### src/rtl/timer_pkg.sv
// timer_pkg: packed-time field layout, limits, opcodes and channel states shared by the timer core.
package timer_pkg;
    localparam int TIME_W  = 24;
    localparam int HR_W    = 5;
    localparam int MIN_W   = 6;
    localparam int SEC_W   = 6;
    localparam int CS_W    = 7;
    localparam int HR_LSB  = 19;
    localparam int MIN_LSB = 13;
    localparam int SEC_LSB = 7;
    localparam int CS_LSB  = 0;
    localparam logic [HR_W-1:0]  HR_MAX  = 5'd23;
    localparam logic [MIN_W-1:0] MIN_MAX = 6'd59;
    localparam logic [SEC_W-1:0] SEC_MAX = 6'd59;
    localparam logic [CS_W-1:0]  CS_MAX  = 7'd99;
    localparam logic [2:0] OP_NOP      = 3'd0;
    localparam logic [2:0] OP_START    = 3'd1;
    localparam logic [2:0] OP_STOP     = 3'd2;
    localparam logic [2:0] OP_CLEAR    = 3'd3;
    localparam logic [2:0] OP_LOAD     = 3'd4;
    localparam logic [2:0] OP_SET_UP   = 3'd5;
    localparam logic [2:0] OP_SET_DOWN = 3'd6;
    localparam logic [2:0] OP_RSVD     = 3'd7;
    typedef enum logic [1:0] {ST_IDLE, ST_RUN, ST_PAUSED, ST_EXPIRED} state_e;
    function automatic logic time_valid(input logic [TIME_W-1:0] t);
        return t[HR_LSB +: HR_W] <= HR_MAX && t[MIN_LSB +: MIN_W] <= MIN_MAX &&
               t[SEC_LSB +: SEC_W] <= SEC_MAX && t[CS_LSB +: CS_W] <= CS_MAX;
    endfunction
endpackage

### src/rtl/time_digit_counter.sv
// time_digit_counter: one channel's hr:min:sec:cs register with ripple-carry increment and ripple-borrow decrement.
module time_digit_counter
    import timer_pkg::*;
(
    input  logic              clk,
    input  logic              rst_n,
    input  logic              en_i,
    input  logic              dir_i,
    input  logic              load_i,
    input  logic [TIME_W-1:0] load_val_i,
    output logic [TIME_W-1:0] time_o,
    output logic              zero_o
);
    logic [HR_W-1:0]  hr_q, hr_d;
    logic [MIN_W-1:0] min_q, min_d;
    logic [SEC_W-1:0] sec_q, sec_d;
    logic [CS_W-1:0]  cs_q, cs_d;
    logic cs_top, sec_c, min_c, cs_z, sec_b, min_b;

    assign time_o = {hr_q, min_q, sec_q, cs_q};
    assign zero_o = time_o == '0;
    assign cs_top = cs_q == CS_MAX;
    assign sec_c  = cs_top && sec_q == SEC_MAX;
    assign min_c  = sec_c && min_q == MIN_MAX;
    assign cs_z   = cs_q == '0;
    assign sec_b  = cs_z && sec_q == '0;
    assign min_b  = sec_b && min_q == '0;

    // Decrement is suppressed at zero so the register holds 00:00:00.00.
    always_comb begin
        hr_d  = hr_q;
        min_d = min_q;
        sec_d = sec_q;
        cs_d  = cs_q;
        if (load_i) begin
            hr_d  = load_val_i[HR_LSB +: HR_W];
            min_d = load_val_i[MIN_LSB +: MIN_W];
            sec_d = load_val_i[SEC_LSB +: SEC_W];
            cs_d  = load_val_i[CS_LSB +: CS_W];
        end else if (en_i && !dir_i) begin
            cs_d  = cs_top ? '0 : cs_q + 1'b1;
            sec_d = cs_top ? (sec_q == SEC_MAX ? '0 : sec_q + 1'b1) : sec_q;
            min_d = sec_c ? (min_q == MIN_MAX ? '0 : min_q + 1'b1) : min_q;
            hr_d  = min_c ? (hr_q == HR_MAX ? '0 : hr_q + 1'b1) : hr_q;
        end else if (en_i && !zero_o) begin
            cs_d  = cs_z ? CS_MAX : cs_q - 1'b1;
            sec_d = cs_z ? (sec_q == '0 ? SEC_MAX : sec_q - 1'b1) : sec_q;
            min_d = sec_b ? (min_q == '0 ? MIN_MAX : min_q - 1'b1) : min_q;
            hr_d  = min_b ? hr_q - 1'b1 : hr_q;
        end
    end

    always_ff @(posedge clk or negedge rst_n) begin
        if (!rst_n) begin
            hr_q  <= '0;
            min_q <= '0;
            sec_q <= '0;
            cs_q  <= '0;
        end else begin
            hr_q  <= hr_d;
            min_q <= min_d;
            sec_q <= sec_d;
            cs_q  <= cs_d;
        end
    end
endmodule

### src/rtl/multi_timer_core.sv
// multi_timer_core: CHANNELS independent stopwatch/timer channels on a shared centisecond tick,
// controlled by a single-cycle command port and read through a registered time port.
module multi_timer_core
    import timer_pkg::*;
#(
    parameter int CHANNELS = 4,
    parameter int TICK_DIV = 1000000,
    parameter int CH_W     = (CHANNELS > 1) ? $clog2(CHANNELS) : 1
) (
    input  logic                clk,
    input  logic                reset,
    input  logic                cmd_valid,
    input  logic [CH_W-1:0]     cmd_chan,
    input  logic [2:0]          cmd_op,
    input  logic [TIME_W-1:0]   cmd_data,
    output logic                cmd_err,
    input  logic [CH_W-1:0]     rd_chan,
    output logic [TIME_W-1:0]   rd_time,
    output logic [CHANNELS-1:0] running,
    output logic [CHANNELS-1:0] expired,
    output logic [CHANNELS-1:0] expire_pulse,
    output logic                tick
);
    localparam int DIV_W = $clog2(TICK_DIV);

    logic [DIV_W-1:0]    div_q, div_d;
    logic                tick_q, tick_d, err_q, err_d;
    logic                chan_ok, op_ok, load_ok;
    logic [CH_W-1:0]     rd_chan_q;
    logic [TIME_W-1:0]   ld_val;
    logic [CHANNELS-1:0] dir_q, dir_d, pulse_q, pulse_d, hit, ld, en, zero_w;
    logic [TIME_W-1:0]   time_w [CHANNELS];
    state_e              state_q [CHANNELS];
    state_e              state_d [CHANNELS];

    assign tick         = tick_q;
    assign cmd_err      = err_q;
    assign expire_pulse = pulse_q;
    assign chan_ok      = 32'(cmd_chan) < CHANNELS;
    assign op_ok        = cmd_op != OP_RSVD;
    assign load_ok      = time_valid(cmd_data);
    assign ld_val       = cmd_op == OP_CLEAR ? '0 : cmd_data;
    assign div_d        = div_q == DIV_W'(TICK_DIV - 1) ? '0 : div_q + 1'b1;
    assign tick_d       = div_q == DIV_W'(TICK_DIV - 1);

    // A command addressed to a channel takes precedence over that channel's tick.
    always_comb begin
        err_d = cmd_valid && !(chan_ok && op_ok);
        for (int i = 0; i < CHANNELS; i++) begin
            state_d[i] = state_q[i];
            dir_d[i]   = dir_q[i];
            hit[i]     = cmd_valid && chan_ok && op_ok && cmd_op != OP_NOP && cmd_chan == CH_W'(i);
            en[i]      = tick_q && state_q[i] == ST_RUN && !hit[i];
            ld[i]      = hit[i] && (cmd_op == OP_CLEAR ||
                         (cmd_op == OP_LOAD && load_ok && state_q[i] != ST_RUN));
            if (hit[i]) begin
                if (cmd_op == OP_LOAD && !ld[i])
                    err_d = 1'b1;
                if (ld[i])
                    state_d[i] = ST_IDLE;
                if (cmd_op == OP_START && (state_q[i] == ST_IDLE || state_q[i] == ST_PAUSED))
                    state_d[i] = dir_q[i] && zero_w[i] ? ST_EXPIRED : ST_RUN;
                if (cmd_op == OP_STOP && state_q[i] == ST_RUN)
                    state_d[i] = ST_PAUSED;
                if ((cmd_op == OP_SET_UP || cmd_op == OP_SET_DOWN) &&
                    (state_q[i] == ST_IDLE || state_q[i] == ST_PAUSED))
                    dir_d[i] = cmd_op == OP_SET_DOWN;
            end else if (en[i] && dir_q[i] && time_w[i] == TIME_W'(1)) begin
                state_d[i] = ST_EXPIRED;
            end
            pulse_d[i] = state_d[i] == ST_EXPIRED && state_q[i] != ST_EXPIRED;
        end
    end

    always_comb begin
        rd_time = '0;
        for (int i = 0; i < CHANNELS; i++)
            if (rd_chan_q == CH_W'(i))
                rd_time = time_w[i];
    end

    always_ff @(posedge clk or negedge reset) begin
        if (!reset) begin
            div_q     <= '0;
            tick_q    <= 1'b0;
            err_q     <= 1'b0;
            rd_chan_q <= '0;
            dir_q     <= '0;
            pulse_q   <= '0;
            for (int i = 0; i < CHANNELS; i++)
                state_q[i] <= ST_IDLE;
        end else begin
            div_q     <= div_d;
            tick_q    <= tick_d;
            err_q     <= err_d;
            rd_chan_q <= rd_chan;
            dir_q     <= dir_d;
            pulse_q   <= pulse_d;
            for (int i = 0; i < CHANNELS; i++)
                state_q[i] <= state_d[i];
        end
    end

    for (genvar g = 0; g < CHANNELS; g++) begin : g_ch
        assign running[g] = state_q[g] == ST_RUN;
        assign expired[g] = state_q[g] == ST_EXPIRED;
        time_digit_counter u_cnt (
            .clk        (clk),
            .rst_n      (reset),
            .en_i       (en[g]),
            .dir_i      (dir_q[g]),
            .load_i     (ld[g]),
            .load_val_i (ld_val),
            .time_o     (time_w[g]),
            .zero_o     (zero_w[g])
        );
    end
endmodule

### config.mk
export PLATFORM = sky130hd
export DESIGN_NAME = multi_timer_core
export DESIGN_NICKNAME = d
export VERILOG_FILES = /design/src/rtl/timer_pkg.sv /design/src/rtl/time_digit_counter.sv /design/src/rtl/multi_timer_core.sv
export SDC_FILE = /design/constraint.sdc
export NUM_CORES = 1
export LEC_CHECK = 0
export BUFFER_PORTS_ARGS = -buffer_cell sky130_fd_sc_hd__buf_2
export CAP_MARGIN = 5
export CORE_ASPECT_RATIO = 0.7
export CORE_UTILIZATION = 30
export DETAILED_ROUTE_END_ITERATION = 7
export GPL_ROUTABILITY_DRIVEN = 0
export MAX_ROUTING_LAYER = met4
export PLACE_DENSITY = 0.52
export SYNTH_ARGS = -nofsm -noshare
export SYNTH_HDL_FRONTEND = slang
export SYNTH_SLANG_ARGS = --single-unit
### constraint.sdc
create_clock -name clk -period 5.5 [get_ports clk]
set_input_delay 0.275 -clock clk [delete_from_list [all_inputs] [get_ports clk]]
set_output_delay 0.275 -clock clk [all_outputs]
set_load 0.01 [all_outputs]
Word level (Yosys, flattened, before mapping)
Cells that the tools add are included.

Add/subtract/negate cells: 33. $mul: 0. Divide/modulo/power cells: 0. Magnitude comparators: 4. Equality and inequality tests: 70. Shift-type cells: 0. Multiplexer cells: 138. Bitwise logic cells: 0. Reduce and logical (&&, ||, !) cells: 164.

Operator list (number): two-way mux 6 bit (56); two-way mux 7 bit (20); two-way mux 24 bit (5); two-way mux 5 bit (24); == test 24 x 1 -> 1 bit (second input constant) (4); logical NOT 24 bit (4); logical AND 1 bit (83); nonzero test 3 bit (17); adder 6 x 1 -> 6 bit (second input constant) (8); == test 6 bit (second input constant) (8); logical NOT 6 bit (8); two-way mux 2 bit (24); subtractor 6 x 1 -> 6 bit (second input constant) (8); inequality test 3 x 1 -> 1 bit (second input constant) (12); AND reduction 3 bit (12); == test 2 bit (second input constant) (16); adder 7 x 1 -> 7 bit (second input constant) (4); == test 7 bit (second input constant) (4); logical NOT 7 bit (4); subtractor 7 x 1 -> 7 bit (second input constant) (4); adder 20 x 1 -> 20 bit (second input constant) (1); adder 5 x 1 -> 5 bit (second input constant) (4); == test 20 bit (second input constant) (1); == test 5 bit (second input constant) (4); other kinds (17) (74).

Register bits after elaboration: 136. Bits in latches: 0. Bits in writable memories: 0. Bits in read-only memories: 0. Logic and storage cells: 438. Memories kept: 0.

Longest topological paths before layout
Depth in word-level cells: 18. Depth in mapped cells: 12. Depth with buffers taken out: 9.

Cells and area by module
Synthesis repeated with hierarchy kept, for this count alone.

Cell total of the unflattened synthesis: 1666. Area total of the unflattened synthesis: 13344.0 um^2.

Modules (own cells, without submodules): time_digit_counter (g_ch[0].u_cnt ...) (instances 3, cells an instance 334, area each 2571.2 um^2, seq. area each 600.6 um^2); multi_timer_core (instances 1, cells an instance 357, area each 3269.4 um^2, seq. area each 1001.0 um^2); time_digit_counter (g_ch[3].u_cnt) (instances 1, cells an instance 307, area each 2361.0 um^2, seq. area each 600.6 um^2).

Least setup slack after synthesis
OpenSTA, ideal clock, no wires.

Path kind: register -> register. Start point: register g_ch[0].u_cnt.cs_q[0]. End point: register g_ch[0].u_cnt.hr_q[3]. Library setup time: 128 ps. Data arrival time: 2303 ps. Data required time: 5372 ps. Slack: 3069 ps. Cell stages (with the launch flop): 11. Path buffers: 2. Period minus slack after synthesis: 2431 ps. Cells stage by stage: dfrtp_1 clkbuf_1 inv_1 ha_1 nand3_1 or4_4 and2_1 buf_4 nor2_8 nor2b_2 mux2_1.

Longest elaborated chain between the ends: 5.

RTL lines: from (decl) (line time_digit_counter.sv:17) `logic [CS_W-1:0] cs_q, cs_d;`; from (signal assigned) (line time_digit_counter.sv:63) `cs_q <= cs_d;`; == test 7 bit (tied with other cells) (line time_digit_counter.sv:22) `assign cs_top = cs_q == CS_MAX;`; logical AND 1 bit (tied with other cells) (line time_digit_counter.sv:23) `assign sec_c = cs_top && sec_q == SEC_MAX;`; logical AND 1 bit, on equally long branches (line time_digit_counter.sv:24, time_digit_counter.sv:27, time_digit_counter.sv:45); inequality test 3 x 1 -> 1 bit (no source line) / nonzero test 3 bit (equally long branches); AND reduction 3 bit (no source line) (*); to (signal assigned) (line time_digit_counter.sv:60) `hr_q <= hr_d;`; to (decl) (line time_digit_counter.sv:14) `logic [HR_W-1:0] hr_q, hr_d;`.

Every way passes the cells marked *; elsewhere a longest branch is shown, timed or not. A chain may end at the register's enable or synchronous reset.

Worst setup path in the final report
Start point: register g_ch[1].u_cnt.min_q[4]. End point: register g_ch[1].u_cnt.min_q[1].

Longest elaborated chain between the ends: 6.

RTL lines: from (decl) (line time_digit_counter.sv:15) `logic [MIN_W-1:0] min_q, min_d;`; from (signal assigned) (line time_digit_counter.sv:61) `min_q <= min_d;`; logical NOT 6 bit (line time_digit_counter.sv:48) `min_d = sec_b ? (min_q == '0 ? MIN_MAX : min_q - 1'b1) : min_q;`; two-way mux 6 bit (2 in series) (line time_digit_counter.sv:48); two-way mux 6 bit (line time_digit_counter.sv:45) `end else if (en_i && !zero_o) begin`; two-way mux 6 bit (line time_digit_counter.sv:40) `end else if (en_i && !dir_i) begin`; two-way mux 6 bit (line time_digit_counter.sv:35) `if (load_i) begin`.

Parallel ways exist; a longest one is shown, timed or not. The select of a mux whose other input is x is not followed.

==> flow_metrics.tcl <==
set metrics [dict create \
    status "complete, no violations" \
    dr.pass1.iters 6 \
    start_util_pct 30.6 \
    hold_violations 0 \
    synth_flop_cell "dfrtp_1" \
    cts.repair.resized 0 \
    via_count 12500 \
    die_area_um2 41400 \
    start_kind "register" \
    synth_edf_count 0 \
    drv_cap 0 \
    required_ns 5.78 \
    tightest_slew_ns 1.23 \
    n_antenna_cell 0 \
    area_growth_pct 10.3 \
    syn_inst 1548 \
    clock_path_buffers 2 \
    die_height_um 171 \
    relSlewSlack_pct 17.7 \
    grt-ovfl-total 0 \
    async_flop_share_pct 100 \
    cts_buffers 17 \
    cts_root_buf "clkbuf_16" \
    hold_class "input port to register" \
    num_rows 61 \
    synth-adder-area-share_pct 4.62 \
    wl_met1_um 21900 \
    ys_seq_area_share_pct 27.9 \
    synth_compound_area_share_pct 26.3 \
    die_x_um 243 \
    grt_pass1_wl_um 69600 \
    crit_path_cell_trace "nor4_1 -> nand3_1 -> or4_4 -> nand2_1 -> a21oi_1 -> mux2i_1 -> a21oi_1" \
    top_layer "met4" \
    slowest_delay_ns 0.60 \
    critical_path_arrival_ns 3.41 \
    ant_nets 0 \
    drc 0 \
    path_delay_family "simple AND/OR/NAND/NOR gates" \
    drtIter0Drc 1855 \
    antenna_found_initial 0 \
    drt-total-wl_um 46200 \
    max_clock_freq_mhz 320 \
    crit_slowest_cell "or4_4" \
    rsz0062_at_grt "no" \
    wl_met2_um 18600 \
    vdd.ir_drop.worst_v 0.000249 \
    slew_viol_final 0 \
    synth.distinct_cells 92 \
    nets 1612 \
    io_pins 72 \
    tritoncts "built" \
    worstPathMaxFanout 16 \
    cts.reportedPaths.clkPinSlew_ns 0.07 \
    synth_top_family_by_area "compound AO/OA/AOI/OAI gates" \
    htree_levels 4 \
    tns_ns 0 \
    netlist_area_um2 12200 \
    ys_ff_latch 136 \
    cp_num_buf_inv 0 \
    endpoint_kind "register" \
    yosysWarnings 0 \
    drive_gt1_share_pct 12.2 \
    muxShareOfSynthArea_pct 6.75 \
    syn-num-nets 1627 \
    grt_pass1_vias 11200 \
    avgSynthCellArea_um2 7.87 \
    track_usage_pct 22.7 \
    vias_per_cell 6.00 \
    period_needed_ns 3.13 \
    dpl.hpwl_um 34600 \
    fillers 4217 \
    skew_ns 0.0101 \
    coreArea_um2 39800 \
    path_common_cell "a21oi_1" \
    final_core_util_pct 33.7 \
    clk_latency_ns 0.46 \
    power_density_nw_per_um2 327 \
    grt_max_degree 96 \
    cts.sinks 136 \
    fin_crit_sh_pct 56.8 \
    synth-simple-area-share_pct 25.5 \
    io_buffer_count 71 \
    p_leak_uw 0.00535 \
    setup_viol 0 \
    critPathKind "register to register" \
    wl_met3_um 4560 \
    wl_per_cell_um 22.2 \
    synth-xor-area-share_pct 2.80 \
]
==> layout by cell type (no fill, tap or decap), types with 25 or more instances in the layout <==
master	netlist	routed
a21oi_1	112	112
a31oi_1	33	33
and3_1	27	27
buf_2	30	70
dfrtp_1	136	136
ha_1	45	45
inv_1	61	61
mux4_2	26	26
nand2_1	158	157
nand3_1	89	89
nand4_1	25	25
nor2_1	148	146
nor3_1	44	44
o21ai_0	113	113
==> worst register-to-register path, stage by stage (launching register included) <==
cell	delay [ns]
dfrtp_1	0.53
nor4_1	0.52
nand3_1	0.22
or4_4	0.60
nand2_1	0.52
a21oi_1	0.26
mux2i_1	0.23
a21oi_1	0.09
==> worst paths after layout <==
path / from / endpoint / slack (ns) / cells after the start
min reg2reg: div_q[0] / div_q[0] / 0.46 / 1
min in group asynchronous: reset / g_ch[0].u_cnt.hr_q[4] / 0.48 / 2
min: cmd_data[11] / g_ch[3].u_cnt.sec_q[4] / 0.12 / 3
max reg2reg: g_ch[1].u_cnt.min_q[4] / g_ch[1].u_cnt.min_q[1] / 2.37 / 7
max in group asynchronous: reset / g_ch[2].u_cnt.hr_q[1] / 3.85 / 3
max: g_ch[1].u_cnt.min_q[4] / g_ch[1].u_cnt.min_q[1] / 2.37 / 7
==> cells in the mapped netlist, types with 10 or more instances <==
library cell,count,area (µm²)
clkbuf_1,82,308
and3_1,27,169
a21o_1,12,90.1
o22ai_1,15,93.8
a21oi_1,112,561
nor2_1,148,556
inv_1,61,229
nand3_1,89,445
nor4_1,15,93.8
xnor2_1,23,201
o221ai_1,18,158
dfrtp_1,136,3400
o21ai_0,113,566
nand3b_1,10,75.1
o211ai_1,16,120
mux4_2,26,586
xor2_1,16,140
nor3_1,44,220
buf_2,30,150
or3_1,14,87.6
nor2b_1,10,62.6
mux2i_1,18,180
nand2_1,158,593
ha_1,45,563
nand4_1,25,156
a211oi_1,16,120
a31oi_1,33,206
==> where the power goes <==
| part | switching [µW] | leakage (µW) | total, µW | internal, µW |
|---|---|---|---|---|
| Sequential | 512 | 0.00172 | 1680 | 1160 |
| Combinational | 848 | 0.00335 | 1510 | 664 |
| Clock | 532 | 0.000277 | 1210 | 676 |
| Total | 1890 | 0.00535 | 4400 | 2510 |
==> metrics by stage <==
step / instance area (µm²) / setup WS [ns] / hold WS [ns] / power [µW] / instances
finish: 13400 / 2.37 / 0.121 / 4400 / 2081
detailed placement: 12800 / 2.24 / 0.388 / 3140 / 2046
global placement: 12800 / 2.22 / 0.385 / 3130 / 2045
global route: 13400 / 2.10 / 0.111 / 4640 / 2081
floorplan: 12200 / 3.07 / -0.0206 / 2610 / 1548
CTS: 13400 / 2.46 / 0.118 / 4360 / 2081
==> timing repair <==
action                                  CTS  global route
hold buffers                              3             0
endpoints found under the setup margin    0             0
setup buffers                             0             0
hold endpoints to repair                  6             0
==> area by class of cell <==
cell class	instances	area (µm²)	area share (%)
multi-input combinational	1229	8040	59.9
sequential	136	3400	25.3
tap	535	669	4.98
timing repair buffer	88	497	3.70
clock buffer	17	425	3.17
inverter	61	229	1.70
clock inverter	15	169	1.26
==> layer usage <==
layer,GRT usage (%),vias up
li1,-,5755
met1,33.4,6013
met2,30.2,649
met3,5.41,65
met4,6.48,0
met5,-,-
==> registers in the layout, indices dropped and copies added (netlist names) <==
register / flops
rd_chan_q: 2
g_ch.u_cnt.cs_q: 28
g_ch.u_cnt.hr_q: 20
div_q: 20
cmd_err: 1
tick: 1
g_ch.u_cnt.sec_q: 24
expire_pulse: 4
dir_q: 4
g_ch.u_cnt.min_q: 24
state_q: 8
==> cells by family (layout without fill, tap and decap cells) <==
logic type,after synthesis,in the layout
AO/OA/AOI/OAI,481,481
XOR/XNOR,39,39
adder cells (fa/ha/maj),45,45
buffers and inverters,183,181
flip-flops,136,136
multiplexers,49,49
AND/OR/NAND/NOR,615,615
Note: power is estimated with default switching activity, not from simulation.
